$ cat src/rtl/i2s_pkg.sv
`default_nettype none
// ============================================================================
// Package : i2s_pkg
// Purpose : Shared frame geometry, slot type and SCK divider helper for the
//           I2S transmit path.
// Rev     : 1.0
// ============================================================================
package i2s_pkg;

  localparam int SLOTS_PER_FRAME   = 64;
  localparam int SLOTS_PER_CHANNEL = 32;
  localparam int LOAD_SLOT         = 63;
  localparam int WS_RISE_SLOT      = 31;

  typedef logic [$clog2(SLOTS_PER_FRAME)-1:0] slot_t;

  typedef enum logic {
    CH_LEFT  = 1'b0,
    CH_RIGHT = 1'b1
  } channel_e;

  function automatic int calc_half_div(input int clk_freq, input int sck_freq);
    return clk_freq / (2 * sck_freq);
  endfunction

endpackage
`default_nettype wire

$ cat src/rtl/i2s_tx_fifo.sv
`default_nettype none
// ============================================================================
// Module  : i2s_tx_fifo
// Purpose : Synchronous sample FIFO; ready_o is registered "not full next cycle".
// Rev     : 1.0
// ============================================================================
module i2s_tx_fifo #(
  parameter int WIDTH = 16,
  parameter int DEPTH = 4
) (
  input  logic             clk,
  input  logic             rst_n,
  input  logic             push_i,
  input  logic [WIDTH-1:0] data_i,
  input  logic             pop_i,
  output logic [WIDTH-1:0] data_o,
  output logic             full_o,
  output logic             empty_o,
  output logic             ready_o
);

  localparam int AW = $clog2(DEPTH);
  localparam logic [AW:0] FULL_CNT = (AW+1)'(DEPTH);

  logic [WIDTH-1:0] mem_q [DEPTH];
  logic [AW-1:0]    wr_ptr_q;
  logic [AW-1:0]    rd_ptr_q;
  logic [AW:0]      count_q;
  logic [AW:0]      count_d;
  logic             ready_q;
  logic             do_push;
  logic             do_pop;

  assign full_o  = (count_q == FULL_CNT);
  assign empty_o = (count_q == '0);
  assign do_push = push_i && !full_o;
  assign do_pop  = pop_i && !empty_o;
  assign data_o  = mem_q[rd_ptr_q];
  assign ready_o = ready_q;

  always_comb begin
    count_d = count_q;
    case ({do_push, do_pop})
      2'b10:   count_d = count_q + 1'b1;
      2'b01:   count_d = count_q - 1'b1;
      default: count_d = count_q;
    endcase
  end

  always_ff @(posedge clk or negedge rst_n) begin
    if (!rst_n) begin
      wr_ptr_q <= '0;
      rd_ptr_q <= '0;
      count_q  <= '0;
      ready_q  <= 1'b0;
    end else begin
      if (do_push) wr_ptr_q <= wr_ptr_q + 1'b1;
      if (do_pop)  rd_ptr_q <= rd_ptr_q + 1'b1;
      count_q <= count_d;
      ready_q <= (count_d != FULL_CNT);
    end
  end

  // Storage needs no reset: pointers alone define what is valid.
  always_ff @(posedge clk) begin
    if (do_push) mem_q[wr_ptr_q] <= data_i;
  end

endmodule
`default_nettype wire

$ cat src/rtl/i2s_transmit.sv
`default_nettype none
// ============================================================================
// Module  : i2s_transmit
// Purpose : Mono Philips-I2S master transmitter fed by a valid/ready FIFO.
//           Define I2S_TRANSMIT_HOLD_LAST_EN to repeat the last sample on underrun.
// Rev     : 1.0
// ============================================================================
module i2s_transmit #(
  parameter int DATA_IN_SIZE  = 16,
  parameter int I2S_DATA_SIZE = 24,
  parameter int CLK_FREQ      = 100_000_000,
  parameter int I2S_CLK_FREQ  = 1_500_000,
  parameter int FIFO_DEPTH    = 4
) (
  input  logic                    clk,
  input  logic                    rst_n,
  input  logic [DATA_IN_SIZE-1:0] pcm_in,
  input  logic                    pcm_valid,
  output logic                    pcm_ready,
  output logic                    i2s_clk,
  output logic                    i2s_ws,
  output logic                    i2s_sd,
  output logic                    underrun
);

  import i2s_pkg::*;

  localparam int HALF_DIV = calc_half_div(CLK_FREQ, I2S_CLK_FREQ);
  localparam int DIV_W    = $clog2(HALF_DIV + 1);
  localparam logic [DIV_W-1:0] DIV_LAST = DIV_W'(HALF_DIV - 1);
  localparam int PAD      = I2S_DATA_SIZE - DATA_IN_SIZE;
  localparam int CH_W     = $clog2(SLOTS_PER_CHANNEL);

  logic [DIV_W-1:0]          div_q, div_d;
  logic                      sck_q, sck_d;
  slot_t                     slot_q, slot_d, slot_nxt;
  channel_e                  ws_q, ws_d;
  logic                      sd_q, sd_d;
  logic                      urun_q, urun_d;
  logic [I2S_DATA_SIZE-1:0]  word_q, word_d;
  logic [SLOTS_PER_CHANNEL-1:0] word_pad;
  logic [CH_W-1:0]           bit_idx;
  logic                      tick;
  logic                      fall_evt;
  logic                      fifo_push;
  logic                      fifo_pop;
  logic [DATA_IN_SIZE-1:0]   fifo_data;
  logic                      fifo_full;
  logic                      fifo_empty;
  logic                      fifo_ready;

  assign tick      = (div_q == DIV_LAST);
  assign fall_evt  = tick && sck_q;
  assign slot_nxt  = slot_q + 1'b1;
  assign bit_idx   = slot_nxt[CH_W-1:0];
  // Word left-justified in a 32-bit slot: bits past the word read as zero.
  assign word_pad  = SLOTS_PER_CHANNEL'(word_q) << (SLOTS_PER_CHANNEL - I2S_DATA_SIZE);
  assign fifo_push = pcm_valid && fifo_ready && !fifo_full;

  i2s_tx_fifo #(
    .WIDTH (DATA_IN_SIZE),
    .DEPTH (FIFO_DEPTH)
  ) u_fifo (
    .clk     (clk),
    .rst_n   (rst_n),
    .push_i  (fifo_push),
    .data_i  (pcm_in),
    .pop_i   (fifo_pop),
    .data_o  (fifo_data),
    .full_o  (fifo_full),
    .empty_o (fifo_empty),
    .ready_o (fifo_ready)
  );

  always_comb begin
    div_d    = div_q + 1'b1;
    sck_d    = sck_q;
    slot_d   = slot_q;
    ws_d     = ws_q;
    sd_d     = sd_q;
    word_d   = word_q;
    urun_d   = 1'b0;
    fifo_pop = 1'b0;
    if (tick) begin
      div_d = '0;
      sck_d = ~sck_q;
    end
    if (fall_evt) begin
      slot_d = slot_nxt;
      ws_d   = (slot_nxt >= slot_t'(WS_RISE_SLOT) && slot_nxt != slot_t'(LOAD_SLOT))
               ? CH_RIGHT : CH_LEFT;
      sd_d   = word_pad[~bit_idx];
      if (slot_nxt == slot_t'(LOAD_SLOT)) begin
        if (!fifo_empty) begin
          fifo_pop = 1'b1;
          word_d   = I2S_DATA_SIZE'(fifo_data) << PAD;
        end else begin
          urun_d = 1'b1;
`ifdef I2S_TRANSMIT_HOLD_LAST_EN
          word_d = word_q;
`else
          word_d = '0;
`endif
        end
      end
    end
  end

  always_ff @(posedge clk or negedge rst_n) begin
    if (!rst_n) begin
      div_q  <= '0;
      sck_q  <= 1'b0;
      slot_q <= slot_t'(LOAD_SLOT);
      ws_q   <= CH_LEFT;
      sd_q   <= 1'b0;
      urun_q <= 1'b0;
      word_q <= '0;
    end else begin
      div_q  <= div_d;
      sck_q  <= sck_d;
      slot_q <= slot_d;
      ws_q   <= ws_d;
      sd_q   <= sd_d;
      urun_q <= urun_d;
      word_q <= word_d;
    end
  end

  assign pcm_ready = fifo_ready;
  assign i2s_clk   = sck_q;
  assign i2s_ws    = ws_q;
  assign i2s_sd    = sd_q;
  assign underrun  = urun_q;

endmodule
`default_nettype wire

$ cat config.mk
export PLATFORM = sky130hd
export DESIGN_NAME = i2s_transmit
export DESIGN_NICKNAME = d
export VERILOG_FILES = /design/src/rtl/i2s_pkg.sv /design/src/rtl/i2s_tx_fifo.sv /design/src/rtl/i2s_transmit.sv
export SDC_FILE = /design/constraint.sdc
export NUM_CORES = 1
export LEC_CHECK = 0
export ABC_AREA = 1
export CORE_UTILIZATION = 30
export CTS_CLUSTER_SIZE = 40
export DETAILED_ROUTE_END_ITERATION = 6
export GPL_TIMING_DRIVEN = 1
export PLACE_DENSITY = 0.58
export SLEW_MARGIN = 20
export SYNTH_ARGS = -nofsm -noshare
export SYNTH_HDL_FRONTEND = slang
export SYNTH_HIERARCHICAL = 1
export SYNTH_SLANG_ARGS = --single-unit
$ cat constraint.sdc
create_clock -name clk -period 2.95 [get_ports clk]
set_input_delay 0.59 -clock clk [delete_from_list [all_inputs] [get_ports clk]]
set_output_delay 0.59 -clock clk [all_outputs]
set_load 0.02 [all_outputs]
## Word level (Yosys, flattened, before mapping)

Memory sizes are Yosys's and may differ from the RTL's.
Cells that the tools add are included.

- Add/sub/neg operators: 6
- Reductions and logical operators: 10
- Equality and inequality tests: 7
- Bitwise operators: 2
- Mux-type cells: 14
- Order comparisons: 2

Operators with widths:

| kind | count |
|---|---|
| 2-to-1 mux 24 bit | 1 |
| adder 6 x 1 -> 6 bit, second input constant | 2 |
| == test 6 bit, second input constant | 2 |
| 2-to-1 mux 1 bit | 10 |
| >= comparator 6 x 5 -> 1 bit, second input constant | 1 |
| logical AND 1 bit | 6 |
| less-than comparator 5 x 6 -> 1 bit, second input constant | 1 |
| 2-to-1 mux 6 bit | 1 |
| != test 6 bit, second input constant | 1 |
| case mux 3 bit (2 select lines) | 1 |
| binary-select mux 1 bit (select 5 bit) | 1 |
| NOT 5 bit | 1 |
| adder 2 x 1 -> 2 bit, second input constant | 2 |
| adder 3 x 1 -> 3 bit, second input constant | 1 |
| == test 3 bit, second input constant | 1 |
| logical NOT 3 bit | 1 |
| != test 3 bit, second input constant | 1 |
| subtractor 3 x 1 -> 3 bit, second input constant | 1 |
| == test 2 x 1 -> 1 bit, second input constant | 1 |
| == test 2 bit, second input constant | 1 |
| logical NOT 1 bit | 2 |
| AND reduction 2 bit | 1 |
| NOT 1 bit | 1 |

- Memory bits (writable): 64
- Register bits: 48
- Bits of input ports: 19
- Output and inout bits: 5
- Word-level logic and storage cells: 53
- Memories kept: 1

Memory list:

| name | depth | bits a word | read ports | clocked after memory_dff | write ports | line | RTL |
|---|---|---|---|---|---|---|---|
| u_fifo.mem_q | 4 | 16 | 1 | 0 | 1 | i2s_tx_fifo.sv:25 | `logic [WIDTH-1:0] mem_q [DEPTH];` |

## Longest topological paths before layout

Gate-level depths: netlist of run 1.

- Depth after elaboration: 8
- Gate-level depth with buffers: 22
- Depth with buffers taken out: 21

## Cells and area by module

Netlist of run 1, hierarchy kept.

Modules (own cells, without submodules):

| module | cells an instance | times used | seq. area each (µm²) | area an instance (µm²) |
|---|---|---|---|---|
| i2s_tx_fifo | 212 | 1 | 2122.0 | 2941.6 |
| i2s_transmit | 249 | 1 | 808.3 | 1861.8 |

## Worst setup path after synthesis of run 1

OpenSTA, ideal clock, no wires.

- Kind: reg2reg
- Start: register slot_q[0]
- End: register u_fifo.ready_q (netlist: u_fifo/ready_o)
- Data arrival time: 2.697 ns
- Clock period less this slack: 2.762 ns
- Stages on the path, launching flop included: 20
- Library setup time: 0.065 ns
- Data required time: 2.885 ns
- Slack: 0.188 ns
- Buffers on the path: 3
- Path through: dfstp_2 buf_4 inv_2 buf_2 ha_1 inv_1 nor2_2 nand2_2 nor2_8 nand2_4 buf_6 nor2_2 nand2_1 inv_1 ha_1 inv_1 fa_1 o21ai_0 nor2_1 nand2_1

- Longest elaborated chain between the ends: 8
- Elaborated cells on any way between the ends: 9
- Classes of those cells: add/sub (1); eq/ne (4); mux (3); reduce/logical (1)

RTL lines:

| element | line | RTL |
|---|---|---|
| start: declaration | i2s_transmit.sv:36 | `slot_t slot_q, slot_d, slot_nxt;` |
| start signal: assignment | i2s_transmit.sv:113 | `slot_q <= slot_t'(LOAD_SLOT);` |
| start signal: assignment | i2s_transmit.sv:121 | `slot_q <= slot_d;` |
| adder 6 x 1 -> 6 bit (*) | i2s_transmit.sv:54 | `assign slot_nxt = slot_q + 1'b1;` |
| via slot_nxt[0] | i2s_transmit.sv:36 |  |
| == test 6 bit (*) | i2s_transmit.sv:93 | `if (slot_nxt == slot_t'(LOAD_SLOT)) begin` |
| 2-to-1 mux 1 bit (*) | i2s_transmit.sv:93 |  |
| 2-to-1 mux 1 bit (*) | i2s_transmit.sv:88 | `if (fall_evt) begin` |
| via fifo_pop | i2s_transmit.sv:46 | `logic fifo_pop;` |
| logical AND 1 bit (*) | i2s_tx_fifo.sv:37 | `assign do_pop = pop_i && !empty_o;` |
| via u_fifo.do_pop | i2s_tx_fifo.sv:32 | `logic do_pop;` |
| == test 2 x 1 -> 1 bit / == test 2 bit (equally long branches) | i2s_tx_fifo.sv:43 | `case ({do_push, do_pop})` |
| case mux 3 bit (2 select lines) (*) | i2s_tx_fifo.sv:43 |  |
| via u_fifo.count_d[1] | i2s_tx_fifo.sv:29 | `logic [AW:0] count_d;` |
| != test 3 bit (*) | i2s_tx_fifo.sv:60 | `ready_q <= (count_d != FULL_CNT);` |
| end signal: assignment | i2s_tx_fifo.sv:60 |  |
| end: declaration | i2s_tx_fifo.sv:30 | `logic ready_q;` |

The timed path passes the listed nets; every way through them passes the cells marked *.
A chain may end at the register's enable or synchronous reset.

## Worst setup path in the final report of run 1

- Start: register slot_q[1]
- End: register u_fifo.ready_q (netlist: u_fifo/ready_o)

- Longest elaborated chain between the ends: 8
- Elaborated cells on any way between the ends: 9
- Classes of those cells: add/sub (1); eq/ne (4); mux (3); reduce/logical (1)

RTL lines:

| element | line |
|---|---|
| adder 6 x 1 -> 6 bit (*) | i2s_transmit.sv:54 |
| == test 6 bit (*) | i2s_transmit.sv:93 |
| 2-to-1 mux 1 bit (*) | i2s_transmit.sv:93 |
| 2-to-1 mux 1 bit (*) | i2s_transmit.sv:88 |
| via fifo_pop | i2s_transmit.sv:46 |
| logical AND 1 bit (*) | i2s_tx_fifo.sv:37 |
| via u_fifo.do_pop | i2s_tx_fifo.sv:32 |
| == test 2 x 1 -> 1 bit / == test 2 bit (equally long branches) | i2s_tx_fifo.sv:43 |
| case mux 3 bit (2 select lines) (*) | i2s_tx_fifo.sv:43 |
| via u_fifo.count_d[1] | i2s_tx_fifo.sv:29 |
| != test 3 bit (*) | i2s_tx_fifo.sv:60 |

Marked as above.

==> results.json, run 1 <==
{
  "status": "finished clean",
  "cts_tree": "yes",
  "rows": 45,
  "final_util": 0.356,
  "slowest_delay_ps": 590,
  "instances_no_fill": 703,
  "syn-num-nets": 490,
  "cts_buffers": 9,
  "syn_area_mm2": 0.00480,
  "synth_commonest_cells": "nand2_1, edfxtp_1, nor2_1",
  "ys_warn_count": 6,
  "ys_ff_latch": 104,
  "max-vdd-ir-drop_mv": 0.410,
  "slowest_stage": "dfstp_2",
  "vias": 3187,
  "grt_pass1_vias": 3196,
  "grt_first_pass_wirelength_mm": 15.6,
  "timing.rr.start": "slot_q[1]",
  "drtPass1Iterations": 4,
  "portBuffers": 23,
  "die_w_um": 129,
  "cts_resized": 0,
  "wl_per_cell_um": 13.2,
  "postCtsSetupBuffers": 0,
  "die-area_mm2": 0.0165,
  "drc": 0,
  "core_region_area_mm2": 0.0154,
  "grt_usage": 0.123,
  "timing.fmax_ghz": 0.374,
  "drt_iter0_drc": 108,
  "period_minus_slack_ps": 2670,
  "path_max_fanout": 5,
  "skew_ps": 5.15,
  "ios": 24,
  "grt_setup_unrepaired": "false",
  "dpl.cell_count": 684,
  "cap_violations": 0,
  "routed_wl_mm": 9.26,
  "async_flop_share": 0.385,
  "netlist_instances": 461,
  "grt_max_degree": 41,
  "cts-root-buf": "clkbuf_16",
  "hold_viol": 0,
  "cts-htree-levels": 3,
  "clk_pin_slew_ps": 70,
  "period_share": 0.907,
  "area_delta_synth_final_pct": 14.3,
  "finalPower_mw": 3.55,
  "hold_buffers": 0,
  "antenna_found_initial": 0,
  "dieHeight_um": 129,
  "syn_avg_cell_area_um2": 10.4,
  "synth_top_area_cell": "edfxtp_1",
  "ys_top_cells_by_area": "edfxtp_1, dfrtp_1, nand2_1",
  "routed_via_density": 4.53,
  "yosysSeqAreaShare": 0.610,
  "netlist.area_leader.share": 0.400,
  "min_path_type": "in2async",
  "crit_path_frequent_cell": "nand2_1",
  "drv_slew": 0,
  "cts.sinks": 104,
  "ys.flop_type": "edfxtp_1",
  "start_util": 0.311,
  "slew_headroom": 0.349,
  "ant_nets": 0,
  "arrival_ps": 2960,
  "overflow": 0,
  "place_congestion": 0.782,
  "critPathCaptureType": "flop",
  "antennaDiodeCount": 0,
  "fin_nets": 516,
  "crit_chain": "ha_1, nand3_1, nand2_1, nand2_1, nand2_2, nor2_8, nand2_4, nor2_2, nand2_1, inv_1, ha_1, inv_1, fa_1, o21ai_0, nor2_1, nand2_1",
  "required_ps": 3240,
  "drive_above_1_share": 0.120,
  "path_class": "reg2reg",
  "synth_cell_types": 35,
  "clkLatencyLatePin_ps": 350,
  "dpl.hpwl_mm": 5.93,
  "power-per-cell-area_mw_per_mm2": 646,
  "startpoint": "slot_q[1]",
  "fin_setup_tns_ps": 0,
  "leakage_nw": 2.33,
  "synth_edf_count": 64,
  "clockBufferDepth": 2,
  "worstMarginPinSlew_ps": 977,
  "yosysMostFrequentCell": "nand2_1",
  "critPathLaunchType": "flop",
  "setup-violations-final": 0
}
-- routing by layer --
| metal | share of wire | global-route usage | wire (um) | vias up |
|---|---|---|---|---|
| met5 | 0 | 0 | 0 | - |
| met4 | 0.018 | 0.0464 | 164 | 0 |
| met3 | 0.041 | 0.0370 | 381 | 15 |
| met2 | 0.49 | 0.206 | 4530 | 50 |
| met1 | 0.45 | 0.149 | 4180 | 1538 |
| li1 | - | - | - | 1584 |
-- path summary, 6_finish.rpt --
path                       slack (ps)            endpoint  depth (start not counted)
min in group clk                  480            div_q[5]                          1
hold / removal                    360  u_fifo/wr_ptr_q[0]                          1
hold reg to reg                   480            div_q[5]                          1
max in group asynchronous        2030           word_q[9]                          1
setup / recovery                  280      u_fifo/ready_o                         16
setup reg to reg                  280      u_fifo/ready_o                         16
-- power by group --
group          switching [mW]  internal (mW)
registers              0.0657           1.78
logic                   0.363          0.178
clock network           0.572          0.593
-- worst max-delay path: cells and delay by family (launching register included) --
family,cells,cell delay [ps]
compound gates,1,210
simple gates,10,800
fa+ha+maj,3,870
flops,1,590
buf+inv,2,140
-- state kept, by name (all words and copies together), names as in the netlist --
name,count
underrun,1
u_fifo/mem_q,64
u_fifo/ready_o,1
u_fifo/rd_ptr_q,2
i2s_clk,1
div_q,6
i2s_ws,1
u_fifo/wr_ptr_q,2
u_fifo/count_q,3
i2s_sd,1
word_q,16
slot_q,6
-- placed cells by master, fill, tap and decap left out, types with 4 or more instances in the layout --
cell	count
a21oi_1	4
dfstp_2	6
clkbuf_16	9
nand4_1	21
inv_1	55
nand2_1	81
nor2_2	5
o22ai_1	16
xor2_1	6
o21ai_2	5
edfxtp_1	64
inv_8	4
clkdlybuf4s50_1	22
o21ai_0	17
nor2_1	62
o21ai_1	17
dfrtp_1	34
nand3_1	20
buf_4	13
ha_1	9
-- per-stage QoR --
step	cell area (um^2)	hold slack, ps	setup WS (ps)
2_1_floorplan	4800	294	188
4_1_cts	5470	397	167
3_5_place_dp	5180	468	168
6_report	5490	364	275
3_3_place_gp	5180	462	285
5_1_grt	5490	442	15.4
-- cell families (layout without fill, tap and decap cells) --
kind of cell | after synthesis | in the layout | synth area share
and+or+nand+nor | 196 | 196 | 0.182
DFF | 104 | 104 | 0.610
buffers and inverters | 81 | 112 | 0.0875
AOI/OAI and AO/OA | 60 | 60 | 0.0714
adders and majority gates | 10 | 10 | 0.0276
xor gates and xnor gates | 10 | 10 | 0.0214
-- area by class of cell --
cell class / count / area [um^2]
clock buffers: 9 / 225
clock inverters: 7 / 60.1
fillers: 1556 / 9940
inverters: 60 / 234
multi-input cells: 276 / 1450
flip-flops and latches: 104 / 2930
well taps: 211 / 264
repair buffers: 36 / 323
Power figures use the tool's default switching activity.
==> inputs of run 2 (changes only) <==
--- a/config.mk
+++ b/config.mk
@@ -5,7 +5,7 @@
 export SDC_FILE = /design/constraint.sdc
 export NUM_CORES = 1
 export LEC_CHECK = 0
-export ABC_AREA = 1
+export CORE_MARGIN = 2
 export CORE_UTILIZATION = 30
 export CTS_CLUSTER_SIZE = 40
 export DETAILED_ROUTE_END_ITERATION = 6
==> run 2 against run 1 <==
  * The flow now finishes with violations (negative setup slack)
  * Setup slack worse by 500 ps
  * Flip-flop and latch count unchanged
  * Critical path depth down 4
  * Final area up 0.68%
  * Wire length decreased by 16%
  * Via count fell by 23%
  * Clock-buffer cell count rose by 3
  * Worst hold slack gained 15 ps
==> results.json, run 2 <==
{
  "slowest_delay_ps": 590,
  "ys_warn_count": 6,
  "grt_setup_unrepaired": "true",
  "path_buf_inv": 1,
  "critPathLaunchType": "flop",
  "largest_reg_flops": 64,
  "ys.flop_type": "edfxtp_1",
  "syn_area_mm2": 0.00461,
  "grt_max_degree": 41,
  "critPathCaptureType": "flop",
  "routed_wl_mm": 7.77,
  "power-per-cell-area_mw_per_mm2": 652,
  "ys_ff_latch": 104,
  "portBuffers": 23,
  "period_minus_slack_ps": 3170,
  "dieHeight_um": 128,
  "rows": 45,
  "cts-htree-levels": 3,
  "violations": "negative setup slack",
  "antennaDiodeCount": 0,
  "drt_iter0_drc": 164,
  "path_depth": 12,
  "cts-root-buf": "clkbuf_16",
  "drtPass1Iterations": 4,
  "path_max_fanout": 4,
  "path_class": "reg2reg",
  "synth_cell_types": 46,
  "netlist_instances": 299,
  "holdWs_ps": 379,
  "drc": 0,
  "clockBufferDepth": 2,
  "arrival_ps": 3400,
  "yosysSeqAreaShare": 0.636,
  "dpl.hpwl_mm": 5.08,
  "reg_top3": "u_fifo/mem_q: 64 flops, word_q: 16 flops",
  "syn-num-nets": 328,
  "cts.sinks": 104,
  "synth_edf_count": 64,
  "drv_slew": 0,
  "path_delay_family": "simple AND/OR/NAND/NOR gates",
  "grt_first_pass_wirelength_mm": 13.0,
  "syn_avg_cell_area_um2": 15.4,
  "grt_usage": 0.105,
  "clkLatencyLatePin_ps": 340,
  "start_util": 0.305,
  "die-area_mm2": 0.0164,
  "synth_top_area_cell": "edfxtp_1",
  "period_share": 1.08,
  "regToRegSetupSlack_ps": -220,
  "area_delta_synth_final_pct": 20.0,
  "yosysMostFrequentCell": "edfxtp_1",
  "instances_no_fill": 541,
  "worstMarginPinSlew_ps": 932,
  "layout_common_cells": "edfxtp_1, nand2_1, dfrtp_1, buf_4, mux4_2",
  "pre_cts_slack_ps": -302,
  "setup-violations-final": 1,
  "leakage_nw": 2.03,
  "ant_nets": 0,
  "clk_pin_slew_ps": 60,
  "routed_via_density": 4.52,
  "status": "finished with violations",
  "slew_headroom": 0.379,
  "regMostFlops": "u_fifo/mem_q",
  "die_w_um": 128,
  "synth_commonest_cells": "edfxtp_1, nand2_1, dfrtp_1",
  "cts_buffers": 9,
  "fin_nets": 377,
  "layout_commonest_cell": "edfxtp_1",
  "grt_pass1_vias": 2610,
  "place_congestion": 0.792,
  "ys_top_cells_by_area": "edfxtp_1, dfrtp_1, mux4_2",
  "fin_setup_tns_ps": -224,
  "skew_ps": 4.89,
  "timing.fmax_ghz": 0.315,
  "antenna_found_initial": 0,
  "vias": 2444,
  "slowest_stage": "dfstp_2",
  "drive_above_1_share": 0.303,
  "async_flop_share": 0.385,
  "cts_tree": "yes",
  "reg2reg_depth": 12,
  "crit_chain": "ha_4, nand2_4, o22ai_2, or4b_4, nor2_2, o31a_1, ha_2, inv_2, fa_2, xor2_1, or3_1, a211o_1",
  "min_path_type": "in2async",
  "netlist.area_leader.share": 0.417,
  "ios": 24,
  "max-vdd-ir-drop_mv": 0.394,
  "dpl.cell_count": 522,
  "worst_slack_ps": -224,
  "core_region_area_mm2": 0.0151,
  "wl_per_cell_um": 14.4,
  "final_util": 0.366,
  "cap_violations": 0,
  "hold_viol": 0,
  "overflow": 0,
  "required_ps": 3180
}
run 2: cell count changes after synthesis, sizes merged, moves of 5 or more:
cell,previous run,this run
inv,58,11
buf,18,12
nand3,22,6
mux4,0,24
o21ai,39,24
nand4,21,2
and2,0,5
xnor2,3,12
nor2,68,8
o22ai,16,1
nand2,85,44
run 2: report_power, final:
group,total [mW],leakage (nW),switching [mW],internal [mW]
combinational,0.505,0.786,0.308,0.197
sequential,1.87,1.10,0.0746,1.80
clock,1.23,0.144,0.488,0.739
total,3.60,2.03,0.870,2.73
run 2: cells by family (layout without fill, tap and decap cells):
group | count (synthesis) | after routing | synth area share
AO/OA/AOI/OAI | 35 | 35 | 0.0516
XOR/XNOR | 18 | 18 | 0.0342
adder cells (fa/ha/maj) | 10 | 10 | 0.0288
buffers and inverters | 27 | 81 | 0.0364
flip-flops | 104 | 104 | 0.636
multiplexers | 28 | 28 | 0.127
AND/OR/NAND/NOR | 77 | 77 | 0.0861
run 2: metal layers:
| metal | share of wire | vias up | global-route usage |
|---|---|---|---|
| li1 | - | 1190 | - |
| met1 | 0.46 | 1219 | 0.131 |
| met2 | 0.50 | 25 | 0.170 |
| met3 | 0.031 | 10 | 0.0267 |
| met4 | 0.019 | 0 | 0.0498 |
| met5 | 0 | - | 0 |
run 2: timing repair:
item                       CTS  global route
resized for setup            6             5
pin swaps                    4             1
hold buffers                 0             0
setup endpoints to repair    2             2
setup buffers                1             2
run 2: stage by stage:
stage	area [um^2]	power, mW
CTS	5490	3.66
global route	5530	3.78
finish	5530	3.60
global placement	5150	2.40
floorplan	4610	2.22
detailed placement	5150	2.43
run 2: path summary, 6_finish.rpt:
check | endpoint | startpoint
worst min register to register | i2s_ws | i2s_ws
worst max register to register | u_fifo/ready_o | slot_q[0]
worst max-delay path | u_fifo/ready_o | slot_q[0]
worst min-delay path | underrun | rst_n
max in group asynchronous | div_q[5] | rst_n
min in group clk | i2s_ws | i2s_ws
run 2: layout make-up:
class / instances / area [um^2]
clock inverters: 4 / 68.8
inverters: 12 / 45.0
repair buffers: 53 / 450
fillers: 1423 / 9560
clock buffers: 12 / 236
well taps: 188 / 235
flip-flops and latches: 104 / 2930
multi-input cells: 168 / 1560
run 2: worst reg2reg max path, cell delays in order, from the launching register on:
cell and delay, ps:
dfstp_2 590, ha_4 170, nand2_4 50, o22ai_2 190, or4b_4 490, nor2_2 90, o31a_1 150, ha_2 190
inv_2 40, fa_2 320, xor2_1 150, or3_1 320, a211o_1 300
==> inputs of run 3 (changes only) <==
--- a/config.mk
+++ b/config.mk
@@ -6,13 +6,12 @@
 export NUM_CORES = 1
 export LEC_CHECK = 0
 export CORE_MARGIN = 2
-export CORE_UTILIZATION = 30
+export CORE_UTILIZATION = 48
 export CTS_CLUSTER_SIZE = 40
 export DETAILED_ROUTE_END_ITERATION = 6
 export GPL_TIMING_DRIVEN = 1
-export PLACE_DENSITY = 0.58
+export PLACE_DENSITY = 0.8
 export SLEW_MARGIN = 20
 export SYNTH_ARGS = -nofsm -noshare
 export SYNTH_HDL_FRONTEND = slang
-export SYNTH_HIERARCHICAL = 1
 export SYNTH_SLANG_ARGS = --single-unit
==> run 3 against run 2 <==
  * The flow now finishes without violations
  * Final area shrank 8.0%
  * Fmax grew 15%
  * Cell count shrank 17%
  * Clock skew grew 6.0 ps
  * First-iteration DRC count shrank 47%
  * Critical endpoint is now u_fifo.ready_o
==> results.json, run 3 <==
{
  "ios": 24,
  "synth_cell_types": 38,
  "overflow": 0,
  "synth_edf_count": 64,
  "syn_area_mm2": 0.00450,
  "timing.fmax_ghz": 0.362,
  "ys_ff_latch": 104,
  "path_max_fanout": 8,
  "ys_top_cells_by_area": "edfxtp_1, dfrtp_1, mux4_2",
  "skew_ps": 10.9,
  "clockBufferDepth": 2,
  "drt_iter0_drc": 87,
  "grt_pass1_vias": 2470,
  "async_flop_share": 0.385,
  "vias": 2408,
  "cts-root-buf": "clkbuf_8",
  "dpl.hpwl_mm": 4.75,
  "postPlaceCellArea_mm2": 0.00486,
  "p_sw_frac": 0.269,
  "dieHeight_um": 101,
  "holdWs_ps": 321,
  "ant_nets": 0,
  "critPathLaunchType": "flop",
  "max-vdd-ir-drop_mv": 0.377,
  "wl_per_cell_um": 16.1,
  "die-area_mm2": 0.0102,
  "layout_common_cells": "edfxtp_1, dfrtp_1, nand2_1, inv_1, clkdlybuf4s50_1",
  "n_fill_cell": 696,
  "syn_avg_cell_area_um2": 15.1,
  "fin_setup_tns_ps": 0,
  "die_w_um": 101,
  "drc": 0,
  "power_frac_comb": 0.152,
  "min_path_type": "in2async",
  "synth_top_area_cell": "edfxtp_1",
  "ys_warn_count": 0,
  "period_share": 0.936,
  "area_delta_synth_final_pct": 13.0,
  "cts_tree": "yes",
  "required_ps": 3210,
  "routed_via_density": 5.34,
  "drv_slew": 0,
  "power-per-cell-area_mw_per_mm2": 614,
  "place_congestion": 0.836,
  "arrival_ps": 3020,
  "clk_pin_slew_ps": 100,
  "grt_first_pass_wirelength_mm": 12.2,
  "final_area_mm2": 0.00508,
  "clkPwrFrac": 0.260,
  "largest_reg_flops": 64,
  "cap_violations": 0,
  "status": "finished clean",
  "layout_commonest_cell": "edfxtp_1",
  "yosysSeqAreaShare": 0.651,
  "grt_max_degree": 41,
  "period_minus_slack_ps": 2760,
  "netlist_instances": 299,
  "critPathCaptureType": "flop",
  "start_util": 0.492,
  "clkLatencyLatePin_ps": 370,
  "synth_commonest_cells": "edfxtp_1, dfrtp_1, nand2_1",
  "netlist.area_leader.share": 0.427,
  "drtPass1Iterations": 4,
  "leakage_nw": 2.01,
  "hold_viol": 0,
  "cts-htree-levels": 3,
  "cts_buffers": 9,
  "syn-num-nets": 328,
  "path_class": "reg2reg",
  "rows": 35,
  "reg_top3": "u_fifo.mem_q: 64 flops, word_q: 16 flops",
  "ys.flop_type": "edfxtp_1",
  "drive_above_1_share": 0.185,
  "worstMarginPinSlew_ps": 882,
  "switching_power_mw": 0.840,
  "power.internal_mw": 2.28,
  "routed_wl_mm": 7.26,
  "yosysMostFrequentCell": "edfxtp_1",
  "portBuffers": 23,
  "antennaDiodeCount": 0,
  "core_region_area_mm2": 0.00915,
  "pwr-share-seq": 0.588,
  "cts.sinks": 104,
  "slew_headroom": 0.412,
  "regMostFlops": "u_fifo.mem_q",
  "setup-violations-final": 0,
  "fin_nets": 364,
  "hold_buffers": 0,
  "grt_usage": 0.158,
  "antenna_found_initial": 0
}
[run 3: cell count changes in the layout (fill, tap and decap cells not counted), sizes merged, moves of 12 or more]
| cell | delta |
|---|---|
| nand2 | -12 |
| mux2i | +15 |
| buf | -14 |
| o21ai | -17 |
| inv | +20 |
[run 3: layout make-up]
cell class / count / area [um^2] / share of cell area
multi-input combinational: 153 / 1390 / 0.273
clock buffer: 10 / 128 / 0.0251
clock inverter: 6 / 51.3 / 0.0101
inverter: 28 / 105 / 0.0207
sequential: 104 / 2930 / 0.576
tap: 111 / 139 / 0.0273
timing repair buffer: 39 / 345 / 0.0679
[run 3: worst paths after layout]
| path | start | to | slack, ps | depth (start not counted) |
|---|---|---|---|---|
| max in group asynchronous | rst_n | word_q[14] | 2070 | 1 |
| setup reg to reg | slot_q[1] | u_fifo.ready_o | 190 | 13 |
| hold reg to reg | div_q[0] | div_q[0] | 460 | 1 |
| hold / removal | rst_n | u_fifo.count_q[1] | 320 | 1 |
| setup / recovery | slot_q[1] | u_fifo.ready_o | 190 | 13 |
| min in group clk | div_q[0] | div_q[0] | 460 | 1 |
[run 3: cells by family after synthesis]
kind of cell	count (synthesis)	share of synthesized area
and+or+nand+nor	70	0.0748
AOI/OAI and AO/OA	17	0.0236
adders and majority gates	10	0.0295
muxes	38	0.143
xor gates and xnor gates	18	0.0367
DFF	104	0.651
buffers and inverters	42	0.0414
[run 3: repair_timing]
| action | 4_1_cts | 5_1_grt |
|---|---|---|
| endpoints found under the setup margin | 0 | 2 |
| gates resized for setup | 0 | 1 |
| buffers inserted | 0 | 6 |
[run 3: routing by layer]
layer,GRT usage,vias to the layer above,part of all wire
li1,-,1134,-
met1,0.201,1223,0.44
met2,0.269,40,0.51
met3,0.0340,11,0.031
met4,0.0601,0,0.018
met5,0,-,0
[run 3: stage by stage]
step / power (mW) / utilization / std cells / worst slack [ps]
floorplan: 2.15 / - / 299 / 233
global placement: 2.31 / 0.531 / 429 / 179
detailed placement: 2.35 / 0.531 / 429 / 34.5
CTS: 3.16 / 0.550 / 445 / 23.7
global route: 3.29 / 0.556 / 451 / -5.37
finish: 3.12 / 0.556 / 451 / 190
[run 3: power by group through the flow]
stage                     Sequential, mW  Clock [mW]  Combinational (mW)
final                               1.84       0.811               0.473
after global routing                1.85       0.899               0.532
after CTS                           1.84       0.838               0.486
after detailed placement            1.87           0               0.484
after global placement              1.85           0               0.457
after floorplan                     1.85           0               0.298
[run 3: worst max-delay path, cell delays in order, from the launching register on]
cell	delay [ps]
dfstp_2	600
ha_1	180
nor2b_1	190
nand2_1	90
a21oi_2	210
nand4_1	150
inv_1	90
ha_1	180
inv_1	60
fa_1	380
xor2_1	150
nor2_1	110
xor2_1	200
nand2_1	70
